===== src/rtl/thermo_noise_lfsr.sv =====
// 8-bit Fibonacci LFSR (taps 8,6,5,4, seed 8'hA5) supplying sensor-noise select bits.
module thermo_noise_lfsr (
  input  logic       clk,
  input  logic       rst,
  input  logic       adv,
  output logic [1:0] noise
);

  logic [7:0] lfsr_q, lfsr_d;

  always_comb begin
    lfsr_d = lfsr_q;
    if (adv) begin
      lfsr_d = {lfsr_q[6:0], lfsr_q[7] ^ lfsr_q[5] ^ lfsr_q[4] ^ lfsr_q[3]};
    end
  end

  always_ff @(posedge clk or posedge rst) begin
    if (rst) begin
      lfsr_q <= 8'hA5;
    end else begin
      lfsr_q <= lfsr_d;
    end
  end

  assign noise = lfsr_q[1:0];

endmodule


===== config.mk =====
export PLATFORM = sky130hd
export DESIGN_NAME = thermo_noise_lfsr
export DESIGN_NICKNAME = d
export VERILOG_FILES = /design/src/rtl/thermo_noise_lfsr.sv
export SDC_FILE = /design/constraint.sdc
export NUM_CORES = 1
export LEC_CHECK = 0
export BUFFER_PORTS_ARGS = -buffer_cell sky130_fd_sc_hd__buf_4
export CAP_MARGIN = 15
export CELL_PAD_IN_SITES_DETAIL_PLACEMENT = 1
export CELL_PAD_IN_SITES_GLOBAL_PLACEMENT = 2
export CORE_AREA = 5 5 42 44
export DETAILED_ROUTE_END_ITERATION = 10
export DIE_AREA = 0 0 47 49
export PLACE_DENSITY = 0.64
export SYNTH_ARGS = -nofsm -noshare
export SYNTH_HDL_FRONTEND = slang
export SYNTH_SLANG_ARGS = --single-unit

===== constraint.sdc =====
create_clock -name clk -period 1.4 [get_ports clk]
set_input_delay 0.14 -clock clk [delete_from_list [all_inputs] [get_ports clk]]
set_output_delay 0.14 -clock clk [all_outputs]
set_load 0.01 [all_outputs]

# Yosys cells after proc, flatten, opt, wreduce, memory -nomap -nowiden
# Cells that the tools add are included.
[totals]
input_bits = 3
register_bits = 8
[op_classes]
bitwise_logic = 3
[op_table]
columns = ["operator", "n"]
rows = [
  ["XOR 1 bit", 3],
]

# Logic depth before layout (Yosys ltp)
# Gate-level depths: netlist (run 1).
[logic_depth]
depth_word = 3
depth_mapped = 3
mapped_depth_nobuf = 3

# Least setup slack after synthesis (run 1)
# Ideal clock, no wire load.
[synth_path]
path_kind = "register to register"
start = "reg lfsr_q[5]"
end = "reg lfsr_q[0]"
slack_ns = 0.474
setup_time_ns = 0.084
t_arrival_ns = 0.842
period_less_slack_ns = 0.926
stages_incl_launch_ff = 4
t_required_ns = 1.316
cell_sequence = "dfstp_2 > xnor2_1 > xnor2_1 > a21oi_1"
[synth_via]
elab_chain_cells = 3
[synth_rtl]
columns = ["item", "line_no", "text"]
rows = [
  ["start: declaration", "9", "logic [7:0] lfsr_q, lfsr_d;"],
  ["start signal: assignment", "22", "lfsr_q <= lfsr_d;"],
  ["XOR 1 bit (3 in a row)", "14", "lfsr_d = {lfsr_q[6:0], lfsr_q[7] ^ lfsr_q[5] ^ lfsr_q[4] ^ lfsr_q[3]};"],
]
# No other way between the ends.
# A chain may end at the register's enable or synchronous reset.

# Final worst setup path (run 1)
[layout_path]
start = "reg lfsr_q[0]"
end = "out noise[0]"
[layout_lines]
columns = ["item", "line_no", "text"]
rows = [
  ["end: declaration", "6", "output logic [1:0] noise"],
]
# No word-level cell between the ends.

==> out/results.ini, run 1 <==
[run_status]
outcome = finished, final reports clean

[route]
drc = 0
drt-wirelength-per-cell_um = 10.1
routed_wl_um = 465
drt_iter0_drc = 2
antenna_left = 0
viasPerCell = 3.80
drtPass1Iterations = 2
vias = 175

[synth]
syn-mean-instance-area_um2 = 14.3
syn_inst = 24
netlist_area_um2 = 343
synth_top_area_share_pct = 30.7
ys_types = 9
synth_top_cell_by_area = dfstp_2
yosysSeqAreaShare_pct = 59.9
synth_seq_cells = 8
synth_area_leaders = dfstp_2 31%, dfrtp_1 29%, mux2_2 23%
yosysWarningCount = 0
synth_nets = 27

[clock_tree]
clockRootBuffer = clkbuf_4
cts_sinks = 8
cts_hold_buf = 1
clkTransAtPathRegs_ns = 0.05
cts-htree-levels = 1
cts_buffers = 3
worstSkewPairLatency_ns = 0.25
cts.repair.resized = 0
clk_path_buf_depth = 2
cts_tree = built
post_cts.repair.setup_buffers = 0

[timing]
drv_slew = 0
finalWorstSetupSlack_ns = 0.360
worstMarginPinSlew_ns = 0.312
finalHoldViolCount = 0
hold_slack_ns = 0.121
rsz0062_at_grt = false
fmax_ghz = 0.961
max_slew_margin_pct = 79.2
min_period_ns = 1.04
setup_tns_ns = 0
finClkSkew_ns = 0.00532
period_share_pct = 74.3
setup_viol = 0

[finish]
seq_area_um2 = 205
diodes = 0
largest_reg_flops = 8
layout.cells.non_filler = 46
reg.largest.list = lfsr_q (8)
multi_input_area_um2 = 114
fillers = 165
areaGrowthSynthToFinish_pct = 19.3
largest-register = lfsr_q
design_area_um2 = 409
fin_util_pct = 29.2
drive_above_1_share_pct = 60.0
fin_nets = 34

[global_route]
grt_pass1_wl_um = 752
grt_max_degree = 10
antenna_found_initial = 0
grt_overflow = 0
grt_pass1_vias = 178
grtUsageTotal_pct = 4.98

[power_and_ir_drop]
clkPwrFrac_pct = 18.6
leakagePower_nw = 0.166
power_uw = 964
pwr_density_cell_nw_per_um2 = 2360
combPwrFrac_pct = 32.0
swShare_pct = 27.1
peakVddDrop_uv = 711
p_switching_uw = 261
sequentialPowerShare_pct = 49.3
p_int_uw = 703

[placed_design]
post-place-cells = 41
dpl_cell_area_um2 = 373
placement.io_buffers = 4
post-place-ws_ns = 0.432
gp_congestion = 0.676

[worst_setup_path]
rr_worst_depth = 3
critPathKind = reg2out
critical_path_arrival_ns = 0.90
end_kind = output port
cp.required_ns = 1.26
crit_fanout = 3
reg2reg_from = lfsr_q[5]$_DFFE_PP1P_
worst-path-buf-inv = 1
path_cells = buf_4
cpPeakStageDelay_ns = 0.54
worst_path_max_delay_cell = dfstp_2
critPathTopFamily = flip-flops
reg2reg_slack_ns = 0.43
reg2reg_to = lfsr_q[0]$_DFFE_PP1P_
critPathLaunchType = register

[worst_hold_path]
hp-start = adv
whs_endpoint = lfsr_q[0]$_DFFE_PP1P_
hold_class = in2reg
hold-path-cell-count = 2

[floorplanning]
rows = 14
die_h_um = 49
core_um2 = 1400
die_x_um = 47
die-area_um2 = 2300
initial_core_util_pct = 24.5
io_pins = 5

[job]
cap_violations = 0

[Yosys cell counts, drive strengths merged]
| cell type | instances |
|---|---|
| a21oi | 1 |
| nor2 | 1 |
| buf | 3 |
| inv | 1 |
| mux2 | 7 |
| dfrtp | 4 |
| xnor2 | 3 |
| dfstp | 4 |
[cells by family (layout without fill, tap and decap cells)]
family	count (synthesis)	in the layout	share of synthesized area [%]
muxes	7	7	23.0
and+or+nand+nor	1	1	1.09
DFF	8	8	59.9
buffers and inverters	4	10	6.93
xor gates and xnor gates	3	3	7.67
AOI/OAI and AO/OA	1	1	1.46
[per-layer routing]
| layer | vias to the layer above | wire (µm) | GRT usage [%] |
|---|---|---|---|
| met2 | 3 | 217 | 6.33 |
| li1 | 89 | - | - |
| met5 | - | 0 | 0 |
| met4 | 0 | 0 | 2.76 |
| met3 | 0 | 31 | 4.43 |
| met1 | 83 | 216 | 5.45 |
[placed cells by master, fill, tap and decap left out]
master / instances
a21oi_1: 1
buf_4: 4
clkbuf_1: 1
clkbuf_4: 3
dfrtp_1: 4
dfstp_2: 4
dlygate4sd3_1: 1
inv_1: 1
mux2_2: 7
nor2_1: 1
xnor2_1: 3
[worst max-delay path by stage]
stage,start,endpoint,depth (start not counted)
after detailed placement,lfsr_q[5]$_DFFE_PP1P_,lfsr_q[0]$_DFFE_PP1P_,3
after global placement,lfsr_q[5]$_DFFE_PP1P_,lfsr_q[0]$_DFFE_PP1P_,3
final,lfsr_q[0]$_DFFE_PP1P_,noise[0],1
after CTS,lfsr_q[0]$_DFFE_PP1P_,noise[0],1
after floorplan,lfsr_q[5]$_DFFE_PP1P_,lfsr_q[0]$_DFFE_PP1P_,3
after global routing,lfsr_q[0]$_DFFE_PP1P_,noise[0],1
[power groups by stage]
stage | logic (mW) | registers (mW) | clock network (mW)
finish | 0.309 | 0.476 | 0.180
global route | 0.336 | 0.490 | 0.206
global placement | 0.306 | 0.475 | 0
detailed placement | 0.314 | 0.484 | 0
CTS | 0.317 | 0.480 | 0.194
floorplan | 0.284 | 0.455 | 0
[final cells by class]
cell class                 instances  area share (%)
clock buffer                       4            6.42
inverter                           1           0.917
multi-input combinational         12            27.8
sequential                         8            50.2
tap                               16            4.89
timing repair buffer               5            9.79
No activity file was read; power rests on OpenSTA's default activity.
==> inputs of run 2 (changes only) <==
- ABC_AREA: default -> 1
- CORE_AREA: 5 5 42 44 -> default
- CORE_MARGIN: default -> 5
- CORE_UTILIZATION: default -> 29
- DIE_AREA: 0 0 47 49 -> default
- PLACE_DENSITY: 0.64 -> 0.78
- clock period: 1.4 -> 1.1 ns (I/O delays scaled with it)
==> run 2 against run 1 <==
Sequential power rose by 2%. Non-clock buffer count did not move. Clock power rose by 24%. Clock skew fell by 0.0044 ns. Count of clock-buffer cells in the layout fell by 1. Highest routed layer is now met4.
==> out/results.ini, run 2 <==
[placed_design]
dpl.hpwl_um = 513
dpl_cell_area_um2 = 404  ; +8.4%
gp_congestion = 0.652  ; -3.7%
placement.io_buffers = 4  ; unchanged
post-place-cells = 64  ; +56%

[clock_tree]
post_cts.repair.setup_buffers = 0  ; unchanged
worstSkewPairLatency_ns = 0.25  ; about the same
clkTransAtPathRegs_ns = 0.05  ; about the same
cts_sinks = 8  ; unchanged
cts_buffers = 3  ; unchanged
cts_hold_buf = 1  ; unchanged
clockRootBuffer = clkbuf_4
cts-htree-levels = 1  ; unchanged
cts_tree = built
clk_path_buf_depth = 2  ; unchanged
cts.repair.resized = 0  ; unchanged

[worst_setup_path]
crit_fanout = 3  ; unchanged
reg2reg_to = lfsr_q[0]$_DFFE_PP1P_
worst-path-buf-inv = 1  ; unchanged
critPathKind = reg2out
cpPeakStageDelay_ns = 0.54  ; about the same
critPathLaunch = lfsr_q[0]$_DFFE_PP1P_
critPathTopFamily = flip-flops
critical_path_arrival_ns = 0.91  ; about the same
path_cells = buf_4
path_depth = 1  ; unchanged
reg2reg_from = lfsr_q[7]$_DFFE_PP1P_
cp.required_ns = 0.99  ; -0.27 ns
critPathLaunchType = register
worst_path_max_delay_cell = dfstp_2
reg2reg_slack_ns = 0.16  ; -0.27 ns
end_kind = output port
rr_worst_depth = 6  ; +3
endpoint = noise[0]

[power_and_ir_drop]
pwr_density_cell_nw_per_um2 = 2220  ; -5.7%
leakagePower_nw = 0.231  ; +39%
peakVddDrop_uv = 577  ; -19%

[synth]
synth_top_cell_by_area = dfstp_2
synth_top_area_share_pct = 27.4  ; -3.3 points
syn-mean-instance-area_um2 = 8.00  ; -44%
yosysSeqAreaShare_pct = 53.4  ; -6.4 points
synth_area_leaders = dfstp_2 27%, dfrtp_1 26%, nand2_1 21%
synth_nets = 51  ; +89%
async_flop_share_pct = 100  ; unchanged
netlist_area_um2 = 384  ; +12%
synth_seq_cells = 8  ; unchanged
syn_inst = 48  ; +100%
synthFlopType = dfstp_2
ys_types = 10  ; +1
synth_edf_count = 0  ; unchanged
synth_common_cells = 22 x nand2_1, 7 x inv_1, 4 x dfrtp_1, 4 x dfstp_2, 4 x o21ai_0
synth_most_common_cell = nand2_1
yosysWarningCount = 0  ; unchanged

[global_route]
grtUsageTotal_pct = 9.10  ; +4.1 points
grt_overflow = 0  ; unchanged
antenna_found_initial = 0  ; unchanged
grt_max_degree = 12  ; +2
grt_pass1_vias = 283  ; +59%
grt_pass1_wl_mm = 1.24  ; +65%

[route]
drtPass1Iterations = 3  ; +1
antenna_left = 0  ; unchanged
routed_wl_um = 693  ; +49%
drt-wirelength-per-cell_um = 10.2  ; +0.82%
drc = 0  ; unchanged
drt_iter0_drc = 1  ; -1
viasPerCell = 4.34  ; +14%
vias = 295  ; +69%

[timing]
fmax_ghz = 0.981
min_period_ns = 1.02
hold_slack_ns = 0.108  ; -0.0130 ns
finClkSkew_ns = 0.000906  ; -0.00441 ns
finalHoldViolCount = 0  ; unchanged
max_slew_margin_pct = 79.6  ; +0.39 points
worstMarginPinSlew_ns = 0.306  ; -0.00590 ns
setup_viol = 0  ; unchanged
setup_tns_ns = 0  ; unchanged
period_share_pct = 92.7
rsz0062_at_grt = false
drv_slew = 0  ; unchanged

[finish]
multi_input_area_um2 = 124  ; +8.8%
reg.largest.list = lfsr_q (8)
fin_nets = 58  ; +71%
layout.cells.non_filler = 68  ; +48%
diodes = 0  ; unchanged
drive_above_1_share_pct = 20.8  ; -39 points
largest-register = lfsr_q
largest_reg_flops = 8  ; unchanged
final_common_cell = nand2_1
final_cell_mix = 22 x nand2_1, 7 x inv_1
areaGrowthSynthToFinish_pct = 13.7
design_area_um2 = 437  ; +6.7%
seq_area_um2 = 205  ; unchanged
fillers = 167  ; +1.2%

[floorplanning]
io_pins = 5  ; unchanged
die_x_um = 46.4  ; -1.3%
die_h_um = 46.4  ; -5.3%
initial_core_util_pct = 30.3  ; +5.8 points
core_um2 = 1270  ; -9.5%
die-area_um2 = 2150  ; -6.5%
rows = 13  ; -1

[worst_hold_path]
hp-start = adv
hold_class = in2reg
hold-path-cell-count = 2  ; unchanged

[job]
cap_violations = 0  ; unchanged

[run_status]
outcome = finished, final reports clean

run 2: cell count changes after synthesis, sizes merged:
cell	change
clkbuf	+1
a21oi	-1
o21ai	+4
nand2	+22
buf	-1
xnor2	-2
inv	+6
nand3	+1
nor2	+1
mux2	-7
run 2: stage by stage:
stage | util (%) | power, mW | setup WS (ns)
2_1_floorplan | - | 0.698 | 0.217
3_3_place_gp | 31.9 | 0.750 | 0.151
3_5_place_dp | 31.9 | 0.758 | 0.159
4_1_cts | 34.4 | 0.993 | 0.0640
5_1_grt | 34.4 | 1.06 | 0.0305
6_report | 34.4 | 0.971 | 0.0804
run 2: cell families (layout without fill, tap and decap cells):
family | count (synthesis) | in the layout | synth area share (%)
xor+xnor | 1 | 1 | 2.28
simple gates | 25 | 25 | 24.8
compound gates | 4 | 4 | 5.21
flops | 8 | 8 | 53.4
buf+inv | 10 | 15 | 14.3
run 2: worst min path at each step:
stage	endpoint	slack (ns)
final	lfsr_q[5]$_DFFE_PP1P_	0.11
after CTS	lfsr_q[5]$_DFFE_PP1P_	0.11
after detailed placement	lfsr_q[4]$_DFFE_PP0P_	0.09
after floorplan	lfsr_q[1]$_DFFE_PP0P_	-0.08
after global placement	lfsr_q[4]$_DFFE_PP0P_	0.08
after global routing	lfsr_q[5]$_DFFE_PP1P_	0.11
run 2: metal layers:
layer	wire length, µm	vias to the layer above	track usage, %
met2	351	2	12.9
li1	-	150	-
met5	0	-	0
met4	12	0	10.2
met1	309	141	9.48
met3	20	2	3.52
run 2: final cells by class:
class / instances / share of cell area (%)
Multi-Input combinational cell: 30 / 28.4
Tap cell: 15 / 4.30
Clock buffer: 3 / 5.16
Inverter: 7 / 6.02
Timing Repair Buffer: 5 / 9.17
Sequential cell: 8 / 47.0
run 2: where the power goes:
part / total [mW] / internal, mW / leakage [nW] / switching [mW]
Clock: 0.223 / 0.125 / 0.0138 / 0.0978
Sequential: 0.487 / 0.417 / 0.0934 / 0.0695
Combinational: 0.261 / 0.121 / 0.124 / 0.140
==> inputs of run 3 (changes only) <==
- CORE_AREA: default -> 5 5 42 44
- CORE_MARGIN: 5 -> default
- CORE_UTILIZATION: 29 -> default
- DIE_AREA: default -> 0 0 47 49
- clock period: 1.1 -> 1.28 ns (I/O delays scaled with it)
==> run 3 against run 2 <==
Critical path type unchanged. Combinational power shrank 14%. Sequential cell count is the same. Sequential power shrank 15%. Largest power group unchanged. Global-route usage shrank 1.6 points. Clock skew is essentially flat. Clock power shrank 15%. Register-to-register slack gained 0.16 ns. Die area grew 7.0%. Final area grew 0.29%. Total power shrank 15%. Critical endpoint unchanged. Cell count grew 1.5%. Core utilization shrank 3.2 points.
==> out/results.ini, run 3 (synthesized netlist as in run 2, its figures left out) <==
[finish]
design_area_um2 = 438  ; +0.29%
final_common_cell = nand2_1
diodes = 0  ; unchanged
final_cell_mix = 22 x nand2_1, 7 x inv_1
areaGrowthSynthToFinish_pct = 14.0
largest-register = lfsr_q
reg.largest.list = lfsr_q (8)
drive_above_1_share_pct = 20.8  ; unchanged
fin_nets = 58  ; unchanged
largest_reg_flops = 8  ; unchanged

[route]
antenna_left = 0  ; unchanged
drtPass1Iterations = 2  ; -1
vias = 286  ; -3.1%
drt-wirelength-per-cell_um = 10.1  ; -0.88%
routed_wl_um = 697  ; +0.58%
drt_iter0_drc = 5  ; +4
viasPerCell = 4.14  ; -4.5%
drc = 0  ; unchanged

[clock_tree]
cts_hold_buf = 1  ; unchanged
clkTransAtPathRegs_ns = 0.05  ; about the same
post_cts.repair.setup_buffers = 0  ; unchanged
cts_sinks = 8  ; unchanged
clockRootBuffer = clkbuf_4
cts-htree-levels = 1  ; unchanged
cts_tree = built
worstSkewPairLatency_ns = 0.25  ; about the same
cts.repair.resized = 0  ; unchanged
cts_buffers = 3  ; unchanged
clk_path_buf_depth = 2  ; unchanged

[global_route]
grt_overflow = 0  ; unchanged
grtUsageTotal_pct = 7.52  ; -1.6 points
grt_pass1_wl_mm = 1.22  ; -1.7%
grt_pass1_vias = 290  ; +2.5%
grt_max_degree = 12  ; unchanged
antenna_found_initial = 0  ; unchanged

[worst_setup_path]
end_kind = output port
critPathTopFamily = flip-flops
path_depth = 1  ; unchanged
crit_fanout = 3  ; unchanged
cp.required_ns = 1.15  ; +0.16 ns
critical_path_arrival_ns = 0.90  ; about the same
reg2reg_from = lfsr_q[5]$_DFFE_PP1P_
path_cells = buf_4
worst_path_max_delay_cell = dfstp_2
critPathKind = reg2out
worst-path-buf-inv = 1  ; unchanged
critPathLaunchType = register
cpPeakStageDelay_ns = 0.54  ; about the same
reg2reg_to = lfsr_q[0]$_DFFE_PP1P_
reg2reg_slack_ns = 0.32  ; +0.16 ns
rr_worst_depth = 5  ; -1

[floorplanning]
die-area_um2 = 2300  ; +7.0%
io_pins = 5  ; unchanged
die_h_um = 49  ; +5.6%
initial_core_util_pct = 27.4  ; -2.9 points
rows = 14  ; +1
core_um2 = 1400  ; +10%
die_x_um = 47  ; +1.3%

[worst_hold_path]
hp-start = adv
whs_endpoint = lfsr_q[7]$_DFFE_PP1P_
hold_class = in2reg
hold-path-cell-count = 2  ; unchanged

[placed_design]
placement.io_buffers = 4  ; unchanged
post-place-ws_ns = 0.318  ; +0.159 ns
dpl.hpwl_um = 558  ; +8.7%
dpl_cell_area_um2 = 405  ; +0.31%
gp_congestion = 0.672  ; +3.1%

[power_and_ir_drop]
leakagePower_nw = 0.231  ; unchanged
peakVddDrop_uv = 718  ; +24%
pwr_density_cell_nw_per_um2 = 1890  ; -15%

[timing]
max_slew_margin_pct = 79.7  ; +0.17 points
setup_tns_ns = 0  ; unchanged
setup_viol = 0  ; unchanged
finalWorstSetupSlack_ns = 0.253  ; +0.173 ns
drv_slew = 0  ; unchanged
finClkSkew_ns = 0.000457  ; -0.000449 ns
rsz0062_at_grt = false
fmax_ghz = 0.974
worstMarginPinSlew_ns = 0.304  ; -0.00249 ns
min_period_ns = 1.03
period_share_pct = 80.2
finalHoldViolCount = 0  ; unchanged

[run_status]
outcome = finished, final reports clean

[job]
cap_violations = 0  ; unchanged

run 3: cell counts in the layout (fill, tap and decap cells not counted):
No cell type changed its count.
run 3: worst reg2reg max path, stage by stage (launching register included):
cell and delay, ns:
dfstp_2 0.54, nor2_1 0.06, nor2_1 0.10, nand2_1 0.05
nand3_1 0.08, nand2_1 0.05
run 3: power by group:
| group | switching [mW] | internal, mW |
|---|---|---|
| logic | 0.120 | 0.104 |
| registers | 0.0574 | 0.358 |
| clock network | 0.0823 | 0.107 |
run 3: routing by layer:
metal / routed length [µm] / vias to the layer above / track usage, % / part of all wire (%)
met4: 0 / 0 / 5.53 / 0
met2: 353 / 2 / 9.73 / 51
met1: 336 / 133 / 10.1 / 48
li1: - / 151 / - / -
met5: 0 / - / 0 / 0
met3: 6 / 0 / 2.21 / 0.86
run 3: cell type report:
| cell class | count | area [µm²] |
|---|---|---|
| inverters | 7 | 26.3 |
| multi-input cells | 30 | 124 |
| flip-flops and latches | 8 | 205 |
| well taps | 16 | 20.0 |
| fillers | 181 | 963 |
| clock buffers | 3 | 22.5 |
| repair buffers | 5 | 40.0 |
run 3: worst max-delay path by stage:
stage	start	end	slack [ns]
floorplan	lfsr_q[5]$_DFFE_PP1P_	lfsr_q[0]$_DFFE_PP1P_	0.40
global placement	lfsr_q[5]$_DFFE_PP1P_	lfsr_q[0]$_DFFE_PP1P_	0.31
detailed placement	lfsr_q[5]$_DFFE_PP1P_	lfsr_q[0]$_DFFE_PP1P_	0.32
CTS	lfsr_q[0]$_DFFE_PP1P_	noise[0]	0.24
global route	lfsr_q[5]$_DFFE_PP1P_	lfsr_q[0]$_DFFE_PP1P_	0.21
finish	lfsr_q[0]$_DFFE_PP1P_	noise[0]	0.25
run 3: through the flow:
step	hold slack (ns)	util [%]	std cells	total power, mW
after floorplan	-0.0592	-	48	0.600
after detailed placement	0.0963	28.9	65	0.652
after global placement	0.0991	28.9	65	0.644
after CTS	0.122	31.3	69	0.849
after global routing	0.129	31.3	69	0.907
final	0.126	31.3	69	0.830
